**config.mk**
```make
export PLATFORM = sky130hd
export DESIGN_NAME = uart_rx_flat
export DESIGN_NICKNAME = d
export VERILOG_FILES = /design/src/rtl/uart_rx_if.sv /design/src/rtl/uart_rx.sv /design/src/flat_wrapper.sv
export SDC_FILE = /design/constraint.sdc
export NUM_CORES = 1
export LEC_CHECK = 0
export ABC_CLOCK_PERIOD_IN_PS = 2500
export CAP_MARGIN = 20
export CORE_MARGIN = 8
export CORE_UTILIZATION = 30
export CTS_CLUSTER_SIZE = 16
export DETAILED_ROUTE_END_ITERATION = 8
export SETUP_SLACK_MARGIN = 0.02
export SYNTH_ARGS = -nofsm -noshare
export SYNTH_HDL_FRONTEND = slang
export SYNTH_SLANG_ARGS = --single-unit
export TNS_END_PERCENT = 30
```
**constraint.sdc**
```tcl
create_clock -name i_clk -period 2.5 [get_ports i_clk]
set_input_delay 0.5 -clock i_clk [delete_from_list [all_inputs] [get_ports i_clk]]
set_output_delay 0.5 -clock i_clk [all_outputs]
set_load 0.02 [all_outputs]
```
**src/rtl/uart_rx_if.sv**
```systemverilog
// Receive-side parallel bus of the UART receiver.
// The receiver drives it through the master modport; the consumer (FIFO or
// command parser) reads it through the slave modport.
// When UART_RX_PARITY_EN is defined, the bus also carries o_parity_err.
interface uart_rx_if #(
   parameter int DATA_BITS = 8
);

   logic [DATA_BITS-1:0] o_data;
   logic                 o_rx_valid;
   logic                 o_rx_busy;
   logic                 o_frame_err;
   logic                 o_tick_debug;
`ifdef UART_RX_PARITY_EN
   logic                 o_parity_err;
`endif

   modport master (
      output o_data,
      output o_rx_valid,
      output o_rx_busy,
      output o_frame_err,
      output o_tick_debug
`ifdef UART_RX_PARITY_EN
      ,
      output o_parity_err
`endif
   );

   modport slave (
      input o_data,
      input o_rx_valid,
      input o_rx_busy,
      input o_frame_err,
      input o_tick_debug
`ifdef UART_RX_PARITY_EN
      ,
      input o_parity_err
`endif
   );

endinterface

```
**src/rtl/uart_rx.sv**
```systemverilog
// UART receiver: 16x-oversampled 8N1 frame recovery with a one-cycle valid
// strobe, framing-error strobe and bit-centre debug strobe.
// Optional feature macro: UART_RX_PARITY_EN
//    adds a parity bit between the data bits and the stop bit, the
//    PARITY_ODD parameter, and the o_parity_err strobe on the bus.
// All outputs are registered.
module uart_rx #(
   parameter int CLK_FREQ   = 50000000,
   parameter int BAUD       = 115200,
   parameter int OVERSAMPLE = 16,
   parameter int DATA_BITS  = 8
`ifdef UART_RX_PARITY_EN
   ,
   parameter bit PARITY_ODD = 1'b0
`endif
) (
   input  logic      i_clk,
   input  logic      rst,
   input  logic      i_rx_serial,
   uart_rx_if.master bus
);

   // Tick divider: one oversample tick every DIV system clocks.
   localparam int DIV    = CLK_FREQ / (BAUD * OVERSAMPLE);
   localparam int DIV_W  = (DIV > 1) ? $clog2(DIV) : 1;
   localparam int TICK_W = $clog2(OVERSAMPLE);
   localparam int IDX_W  = (DATA_BITS > 1) ? $clog2(DATA_BITS) : 1;

   localparam logic [DIV_W-1:0]  DIV_LAST  = DIV_W'(DIV - 1);
   localparam logic [TICK_W-1:0] HALF_LAST = TICK_W'(OVERSAMPLE / 2 - 1);
   localparam logic [TICK_W-1:0] FULL_LAST = TICK_W'(OVERSAMPLE - 1);
   localparam logic [IDX_W-1:0]  IDX_LAST  = IDX_W'(DATA_BITS - 1);

   typedef enum logic [2:0] {
      IDLE      = 3'd0,
      START     = 3'd1,
      DATA      = 3'd2,
      STOP      = 3'd3,
      WAIT_IDLE = 3'd4
`ifdef UART_RX_PARITY_EN
      ,
      PARITY    = 3'd5
`endif
   } state_t;

`ifdef UART_RX_PARITY_EN
   // True when data plus parity bit does not carry the selected parity.
   function automatic logic parity_bad(input logic [DATA_BITS-1:0] d,
                                       input logic p,
                                       input logic odd);
      return ((^d) ^ p) != odd;
   endfunction
`endif

   // Synchronizer and line-state tracking.
   logic       rx_meta;
   logic       rx_s;
   logic [1:0] sync_fill;
   logic       armed;
   logic       armed_nx;

   // Tick generator.
   logic [DIV_W-1:0] div_cnt;
   logic             tick;

   // FSM and datapath.
   state_t               state;
   state_t               state_nx;
   logic [TICK_W-1:0]    tick_cnt;
   logic [TICK_W-1:0]    tick_cnt_nx;
   logic [IDX_W-1:0]     bit_idx;
   logic [IDX_W-1:0]     bit_idx_nx;
   logic [DATA_BITS-1:0] shift;
   logic [DATA_BITS-1:0] shift_nx;
   logic [DATA_BITS-1:0] data;
   logic [DATA_BITS-1:0] data_nx;
   logic                 valid;
   logic                 valid_nx;
   logic                 busy;
   logic                 busy_nx;
   logic                 ferr;
   logic                 ferr_nx;
   logic                 tick_dbg;
   logic                 tick_dbg_nx;
`ifdef UART_RX_PARITY_EN
   logic                 par_bit;
   logic                 par_bit_nx;
   logic                 perr;
   logic                 perr_nx;
`endif

   // Two-flop synchronizer, idle-high; sync_fill marks when rx_s reflects the pin.
   always_ff @(posedge i_clk or posedge rst) begin
      if (rst) begin
         rx_meta   <= 1'b1;
         rx_s      <= 1'b1;
         sync_fill <= 2'b00;
      end else begin
         rx_meta   <= i_rx_serial;
         rx_s      <= rx_meta;
         sync_fill <= {sync_fill[0], 1'b1};
      end
   end

   // Free-running oversample tick divider, never realigned to the frame.
   always_ff @(posedge i_clk or posedge rst) begin
      if (rst) begin
         div_cnt <= '0;
      end else if (div_cnt == DIV_LAST) begin
         div_cnt <= '0;
      end else begin
         div_cnt <= div_cnt + DIV_W'(1);
      end
   end

   assign tick = (div_cnt == DIV_LAST);

   // FSM state register.
   always_ff @(posedge i_clk or posedge rst) begin
      if (rst) begin
         state <= IDLE;
      end else begin
         state <= state_nx;
      end
   end

   // Next-state, datapath and output-strobe decode.
   always_comb begin
      state_nx    = state;
      tick_cnt_nx = tick_cnt;
      bit_idx_nx  = bit_idx;
      shift_nx    = shift;
      data_nx     = data;
      valid_nx    = 1'b0;
      busy_nx     = busy;
      ferr_nx     = 1'b0;
      tick_dbg_nx = 1'b0;
`ifdef UART_RX_PARITY_EN
      par_bit_nx  = par_bit;
      perr_nx     = 1'b0;
`endif

      // A start edge is only trusted after the real line has been seen high,
      // so a frame cut by reset is ignored until the line idles again.
      if (sync_fill[1] && rx_s) begin
         armed_nx = 1'b1;
      end else begin
         armed_nx = armed;
      end

      case (state)
         IDLE: begin
            if (tick && !rx_s && armed) begin
               state_nx    = START;
               tick_cnt_nx = '0;
               armed_nx    = 1'b0;
            end else begin
               state_nx = IDLE;
            end
         end

         START: begin
            if (tick) begin
               if (tick_cnt == HALF_LAST) begin
                  tick_cnt_nx = '0;
                  if (!rx_s) begin
                     busy_nx     = 1'b1;
                     tick_dbg_nx = 1'b1;
                     bit_idx_nx  = '0;
                     state_nx    = DATA;
                  end else begin
                     // Glitch shorter than half a bit: not a start bit.
                     state_nx = IDLE;
                  end
               end else begin
                  tick_cnt_nx = tick_cnt + TICK_W'(1);
               end
            end else begin
               state_nx = START;
            end
         end

         DATA: begin
            if (tick) begin
               if (tick_cnt == FULL_LAST) begin
                  tick_cnt_nx       = '0;
                  tick_dbg_nx       = 1'b1;
                  shift_nx[bit_idx] = rx_s;
                  if (bit_idx == IDX_LAST) begin
                     bit_idx_nx = '0;
`ifdef UART_RX_PARITY_EN
                     state_nx   = PARITY;
`else
                     state_nx   = STOP;
`endif
                  end else begin
                     bit_idx_nx = bit_idx + IDX_W'(1);
                  end
               end else begin
                  tick_cnt_nx = tick_cnt + TICK_W'(1);
               end
            end else begin
               state_nx = DATA;
            end
         end

`ifdef UART_RX_PARITY_EN
         PARITY: begin
            if (tick) begin
               if (tick_cnt == FULL_LAST) begin
                  tick_cnt_nx = '0;
                  tick_dbg_nx = 1'b1;
                  par_bit_nx  = rx_s;
                  state_nx    = STOP;
               end else begin
                  tick_cnt_nx = tick_cnt + TICK_W'(1);
               end
            end else begin
               state_nx = PARITY;
            end
         end
`endif

         STOP: begin
            if (tick) begin
               if (tick_cnt == FULL_LAST) begin
                  tick_cnt_nx = '0;
                  tick_dbg_nx = 1'b1;
                  busy_nx     = 1'b0;
                  if (rx_s) begin
`ifdef UART_RX_PARITY_EN
                     if (parity_bad(shift, par_bit, PARITY_ODD)) begin
                        perr_nx = 1'b1;
                     end else begin
                        data_nx  = shift;
                        valid_nx = 1'b1;
                     end
`else
                     data_nx  = shift;
                     valid_nx = 1'b1;
`endif
                     state_nx = IDLE;
                  end else begin
                     // Framing error wins over parity: only ferr is reported.
                     ferr_nx  = 1'b1;
                     state_nx = WAIT_IDLE;
                  end
               end else begin
                  tick_cnt_nx = tick_cnt + TICK_W'(1);
               end
            end else begin
               state_nx = STOP;
            end
         end

         WAIT_IDLE: begin
            // Break or stuck-low line: hold off until it returns high.
            if (rx_s) begin
               state_nx = IDLE;
            end else begin
               state_nx = WAIT_IDLE;
            end
         end

         default: begin
            state_nx    = IDLE;
            tick_cnt_nx = '0;
            bit_idx_nx  = '0;
            busy_nx     = 1'b0;
         end
      endcase
   end

   // Datapath and registered output strobes.
   always_ff @(posedge i_clk or posedge rst) begin
      if (rst) begin
         tick_cnt <= '0;
         bit_idx  <= '0;
         shift    <= '0;
         data     <= '0;
         valid    <= 1'b0;
         busy     <= 1'b0;
         ferr     <= 1'b0;
         tick_dbg <= 1'b0;
         armed    <= 1'b0;
`ifdef UART_RX_PARITY_EN
         par_bit  <= 1'b0;
         perr     <= 1'b0;
`endif
      end else begin
         tick_cnt <= tick_cnt_nx;
         bit_idx  <= bit_idx_nx;
         shift    <= shift_nx;
         data     <= data_nx;
         valid    <= valid_nx;
         busy     <= busy_nx;
         ferr     <= ferr_nx;
         tick_dbg <= tick_dbg_nx;
         armed    <= armed_nx;
`ifdef UART_RX_PARITY_EN
         par_bit  <= par_bit_nx;
         perr     <= perr_nx;
`endif
      end
   end

   assign bus.o_data       = data;
   assign bus.o_rx_valid   = valid;
   assign bus.o_rx_busy    = busy;
   assign bus.o_frame_err  = ferr;
   assign bus.o_tick_debug = tick_dbg;
`ifdef UART_RX_PARITY_EN
   assign bus.o_parity_err = perr;
`endif

endmodule

```
**src/flat_wrapper.sv**
```systemverilog
// flat-port wrapper written by rule: the top's interface ports become plain ports
module uart_rx_flat 
#(
   parameter int CLK_FREQ   = 50000000,
   parameter int BAUD       = 115200,
   parameter int OVERSAMPLE = 16,
   parameter int DATA_BITS  = 8

)
  (i_clk, rst, i_rx_serial, bus_o_data, bus_o_rx_valid, bus_o_rx_busy, bus_o_frame_err, bus_o_tick_debug);
  uart_rx_if #(.DATA_BITS(DATA_BITS)) bus_i ();
  input  logic i_clk;
  input  logic rst;
  input  logic i_rx_serial;
  output wire logic [$bits(bus_i.o_data)-1:0] bus_o_data;
  output wire logic [$bits(bus_i.o_rx_valid)-1:0] bus_o_rx_valid;
  output wire logic [$bits(bus_i.o_rx_busy)-1:0] bus_o_rx_busy;
  output wire logic [$bits(bus_i.o_frame_err)-1:0] bus_o_frame_err;
  output wire logic [$bits(bus_i.o_tick_debug)-1:0] bus_o_tick_debug;
  assign bus_o_data = bus_i.o_data;
  assign bus_o_rx_valid = bus_i.o_rx_valid;
  assign bus_o_rx_busy = bus_i.o_rx_busy;
  assign bus_o_frame_err = bus_i.o_frame_err;
  assign bus_o_tick_debug = bus_i.o_tick_debug;
  uart_rx #(.CLK_FREQ(CLK_FREQ), .BAUD(BAUD), .OVERSAMPLE(OVERSAMPLE), .DATA_BITS(DATA_BITS)) u_core (.i_clk(i_clk), .rst(rst), .i_rx_serial(i_rx_serial), .bus(bus_i));
endmodule
```
==> impl_metrics.py, run 1 <==
metrics = {
    "routing": {
        "drt_pre_antenna_iters": 4,
        "routedWlPerCell_um": 13.84,
        "drt-total-wl_um": 3529,
        "drc_errors": 0,
        "vias": 1269,
        "viasPerCell": 4.976,
        "drt-initial-drc-count": 75,
        "antenna_left": 0,
    },
    "floorplanning": {
        "placementRows": 29,
        "core_um2": 6241,
        "num_io_pins": 15,
        "die_y_um": 95.41,
        "die_area_um2": 9103,
        "initial_core_util_pct": 30.31,
        "die_w_um": 95.41,
    },
    "logic_synthesis": {
        "syn_avg_cell_area_um2": 11.97,
        "synthArstFlopShare_pct": 100.0,
        "postSynthCellCount": 158,
        "synth_most_common_cell": "dfrtp_1",
        "ys.flop_type": "dfrtp_1",
        "synth_common_cells": "dfrtp_1, mux2_2, nor2_1",
        "yosysTopAreaCell": "dfrtp_1",
        "synth_edf_count": 0,
        "netlist.area_leader.share_pct": 50.26,
        "yosys-top-cells-area": "dfrtp_1, mux2_2, ha_1",
        "yosys_warnings": 0,
        "synth_cell_type_count": 48,
        "ys_ff_latch": 40,
        "ys_seq_area_share_pct": 53.04,
        "syn_nets": 166,
        "syn_area_um2": 1892,
    },
    "run": {
        "maxCapViolations": 0,
    },
    "sta": {
        "post-route-period-util_pct": 86.49,
        "fin_setup_tns_ns": 0,
        "relSlewSlack_pct": 56.42,
        "hold_ws_ns": 0.3513,
        "worst_slack_ns": 0.3378,
        "worst_pin_slew_ns": 0.6456,
        "report.final.hold_viol_count": 0,
        "fin_skew_ns": 0.004718,
        "fmax_mhz": 462.5,
        "setup_viol": 0,
        "maxSlewViolCount": 0,
        "rsz0062_at_grt": "false",
        "min_period_ns": 2.162,
    },
    "pwr": {
        "total_power_mw": 1.267,
        "ir_worst_vdd_mv": 0.1741,
        "p_leak_nw": 0.9873,
        "power_per_cell_area_nw_per_um2": 557.7,
    },
    "clocking": {
        "cts_setup_buffers": 0,
        "cts.sinks": 40,
        "clock_path_buffers": 2,
        "clock_latency_ns": 0.29,
        "path_clk_slew_ns": 0.08,
        "clock-root-buffer": "clkbuf_8",
        "htree_levels": 2,
        "postCtsHoldBufs": 0,
        "cts_tree": "done",
        "post_cts_resized": 0,
        "cts_buffers": 5,
    },
    "finish": {
        "nets": 185,
        "syn2layout_area_growth_pct": 20.11,
        "fin_cells": 255,
        "fillers": 625,
        "diodes": 0,
        "stdcell_area_um2": 2272,
        "utilization_pct": 36.41,
        "layout-drive-gt1-share_pct": 23.03,
    },
    "place": {
        "place_inst": 247,
        "dp_hpwl_um": 2406,
        "place_area_um2": 2146,
        "port_buffers": 14,
        "place_ws_ns": 0.3406,
        "gp_congestion": 0.7810,
    },
    "grt": {
        "grt-ovfl-total": 0,
        "antenna_found_initial": 0,
        "grt.total_usage_pct": 8.842,
        "first_global_vias": 1305,
        "grt_start_max_net_pins": 41,
        "grt_pass1_wl_um": 6292,
    },
    "worst_setup_path": {
        "worst_setup_path_start_kind": "flip-flop",
        "critPathArrivalTime_ns": 2.34,
        "critPathMaxFanout": 7,
        "path_class": "flip-flop to flip-flop",
        "critPathCaptureType": "flip-flop",
        "crit_required_ns": 2.68,
    },
    "status": {
        "status": "completed",
    },
    "hold_path": {
        "worstHoldPathType": "flip-flop to flip-flop",
    },
}
-- state kept, by name (all words and copies together) (netlist names), 2 cells and up --
register / flops
u_core.bit_idx: 3
u_core.bus.o_data: 8
u_core.div_cnt: 5
u_core.shift: 8
u_core.state: 3
u_core.sync_fill: 2
u_core.tick_cnt: 4
-- worst max-delay path, stage by stage (launching register included) --
cell and delay, ns:
dfrtp_1 0.41, inv_1 0.07, ha_1 0.22, nand4b_4 0.16
or4_4 0.59, nor4b_4 0.27, mux2_1 0.34
-- worst paths after layout --
check                                    startpoint              endpoint  slack, ns  cells after the start
worst max-delay path              u_core.div_cnt[0]       u_core.shift[4]       0.34                      6
worst min-delay path            u_core.sync_fill[0]   u_core.sync_fill[1]       0.35                      0
worst max register to register    u_core.div_cnt[0]       u_core.shift[4]       0.34                      6
worst min register to register  u_core.sync_fill[0]   u_core.sync_fill[1]       0.35                      0
max in group asynchronous                       rst        u_core.rx_meta       1.52                      3
min in group asynchronous                       rst  u_core.bus.o_data[0]       0.62                      3
-- area by class of cell --
type / count / area (um2) / area share, %
Sequential cell: 40 / 1003 / 44.16
Multi-Input combinational cell: 104 / 834.6 / 36.73
Timing Repair Buffer: 21 / 192.7 / 8.480
Clock buffer: 7 / 96.34 / 4.240
Tap cell: 77 / 96.34 / 4.240
Clock inverter: 1 / 30.03 / 1.322
Inverter: 5 / 18.77 / 0.8260
-- power by group --
group	switching, mW	internal (mW)	total, mW	leakage [nW]
Sequential	0.00649	0.652	0.658	0.525
Combinational	0.0214	0.00971	0.0311	0.398
Clock	0.225	0.352	0.578	0.0645
-- metal layers --
layer,vias up,global-route usage [%],routed length [um]
li1,622,-,-
met1,626,11.41,1710
met2,16,13.29,1587
met3,5,3.071,168
met4,0,3.457,63
met5,-,0,0
-- cell usage in the layout (no fill, tap or decap), drive strengths merged, types with 7 or more instances in the layout --
master	netlist	final
buf	3	7
nand2	8	8
nor3	7	7
clkbuf	6	7
mux2	18	18
clkdlybuf4s50	0	14
nor2	11	11
dfrtp	38	38
-- cell families after synthesis --
| group | after synthesis | share of synthesized area, % |
|---|---|---|
| compound gates | 24 | 9.393 |
| xor+xnor | 2 | 0.9261 |
| fa+ha+maj | 5 | 3.307 |
| buf+inv | 14 | 2.844 |
| flops | 40 | 53.04 |
| mux | 22 | 12.83 |
| other cells | 1 | 0.1982 |
| simple gates | 50 | 17.46 |
No activity file was read; power rests on OpenSTA's default activity.
==> inputs of run 2 (changes only) <==
--- a/config.mk
+++ b/config.mk
@@ -5,7 +5,7 @@
 export SDC_FILE = /design/constraint.sdc
 export NUM_CORES = 1
 export LEC_CHECK = 0
-export ABC_CLOCK_PERIOD_IN_PS = 2500
+export ABC_AREA = 0
 export CAP_MARGIN = 20
 export CORE_MARGIN = 8
 export CORE_UTILIZATION = 30
==> results of run 2 <==
Final layout, timing and power as in run 1 (identical DEF).
==> inputs of run 3 (changes only) <==
==> constraint.sdc (replaced) <==
create_clock -name i_clk -period 1.95 [get_ports i_clk]
set_input_delay 0.39 -clock i_clk [delete_from_list [all_inputs] [get_ports i_clk]]
set_output_delay 0.39 -clock i_clk [all_outputs]
set_load 0.02 [all_outputs]
==> run 3 against run 2 <==
Compared with the run above: sequential power up 28%; final cell count up 7.5%; register-to-register slack worse by 0.32 ns; cell area up 8.0%; clock power up 0.7%; first-iteration DRC count down 12%; routed wire length up 6.1%; utilization up 2.9 points; die area unchanged; combinational power up 60%; largest cell class unchanged.
==> impl_metrics.py, run 3 (synthesized netlist as in run 1, its figures left out) <==
metrics = {
    "sta": {
        "setup_viol": 0,
        "maxSlewViolCount": 0,
        "report.final.hold_viol_count": 0,
        "fmax_mhz": 517.6,
        "relSlewSlack_pct": 66.68,
        "rsz0062_at_grt": "true",
        "worst_slack_ns": 0.01815,
        "hold_ws_ns": 0.3547,
        "min_period_ns": 1.932,
        "worst_pin_slew_ns": 0.4921,
        "post-route-period-util_pct": 99.07,
        "fin_setup_tns_ns": 0,
        "fin_skew_ns": 0.007146,
    },
    "routing": {
        "vias": 1352,
        "drc_errors": 0,
        "drt-total-wl_um": 3746,
        "viasPerCell": 4.934,
        "routedWlPerCell_um": 13.67,
        "antenna_left": 0,
        "drt-initial-drc-count": 66,
        "drt_pre_antenna_iters": 4,
    },
    "worst_setup_path": {
        "critPathMaxFanout": 4,
        "worstPathCellList": "inv_1, ha_2, nand4b_4, or4_4, nor4b_2, mux2_2",
        "worst_setup_path_start_kind": "flip-flop",
        "crit_required_ns": 2.13,
        "path_class": "flip-flop to flip-flop",
        "critPathArrivalTime_ns": 2.11,
        "crit_family": "simple AND/OR/NAND/NOR gates",
        "cpPeakStageDelay_ns": 0.48,
        "path_buf_inv": 1,
        "r2r_slack_ns": 0.02,
        "slowest_stage": "or4_4",
        "critPathCaptureType": "flip-flop",
    },
    "clocking": {
        "cts_buffers": 5,
        "clock_path_buffers": 2,
        "clock_latency_ns": 0.29,
        "path_clk_slew_ns": 0.08,
        "clock-root-buffer": "clkbuf_8",
        "cts.sinks": 40,
        "htree_levels": 2,
        "cts_tree": "done",
    },
    "status": {
        "status": "completed",
    },
    "floorplanning": {
        "core_um2": 6241,
        "die_y_um": 95.41,
        "placementRows": 29,
        "die_area_um2": 9103,
        "num_io_pins": 15,
        "initial_core_util_pct": 30.31,
        "die_w_um": 95.41,
    },
    "finish": {
        "seqCellArea_um2": 1003,
        "layout-drive-gt1-share_pct": 33.50,
        "fillers": 597,
        "utilization_pct": 39.31,
        "mostFrequentLayoutCells": "dfrtp_1, buf_4, mux2_2",
        "stdcell_area_um2": 2454,
        "syn2layout_area_growth_pct": 29.70,
        "multi_input_area_um2": 887.1,
        "final_common_cell": "dfrtp_1",
        "fin_cells": 274,
        "nets": 204,
        "diodes": 0,
    },
    "place": {
        "place_area_um2": 2303,
        "dp_hpwl_um": 2589,
        "place_inst": 266,
        "place_ws_ns": -0.09112,
        "gp_congestion": 0.8697,
        "port_buffers": 14,
    },
    "grt": {
        "grt_pass1_wl_um": 6527,
        "grt-ovfl-total": 0,
        "grt_start_max_net_pins": 41,
        "first_global_vias": 1313,
        "antenna_found_initial": 0,
        "grt.total_usage_pct": 9.167,
    },
    "pwr": {
        "total_power_mw": 1.474,
        "power_per_cell_area_nw_per_um2": 600.6,
        "ir_worst_vdd_mv": 0.2778,
        "p_leak_nw": 1.079,
    },
    "run": {
        "maxCapViolations": 0,
    },
    "hold_path": {
        "worstHoldPathType": "flip-flop to flip-flop",
    },
}
-- run 3: final timing paths --
check                                    start              endpoint  cells past startpoint
hold / removal             u_core.sync_fill[0]   u_core.sync_fill[1]                      0
setup / recovery             u_core.div_cnt[0]       u_core.shift[2]                      6
hold reg to reg            u_core.sync_fill[0]   u_core.sync_fill[1]                      0
max in group asynchronous                  rst        u_core.rx_meta                      3
min in group asynchronous                  rst  u_core.bus.o_data[2]                      3
setup reg to reg             u_core.div_cnt[0]       u_core.shift[2]                      6
-- run 3: power breakdown --
part | internal (mW) | switching, mW
Clock | 0.289 | 0.293
Sequential | 0.836 | 0.00628
Combinational | 0.0179 | 0.0319
-- run 3: cell type report --
type / count / share of cell area, %
clock buffers: 6 / 3.366
clock inverters: 2 / 0.5609
inverters: 5 / 0.7649
multi-input cells: 104 / 36.16
flip-flops and latches: 40 / 40.90
well taps: 77 / 3.927
repair buffers: 40 / 14.33
-- run 3: repair_timing --
item,in CTS,in global routing
setup buffers,0,0
pin swaps,2,2
endpoints found under the setup margin,11,19
hold buffers,0,0
gates resized for setup,6,4
-- run 3: per-layer routing --
layer  share of wire [%]  vias to the layer above  wire length (um)  track usage [%]
li1                    -                      658                 -                -
met1                  49                      667              1828            12.48
met2                  45                       19              1682            12.83
met3                 4.2                        8               158            2.913
met4                 2.0                        0                76            4.353
met5                   0                        -                 0                0
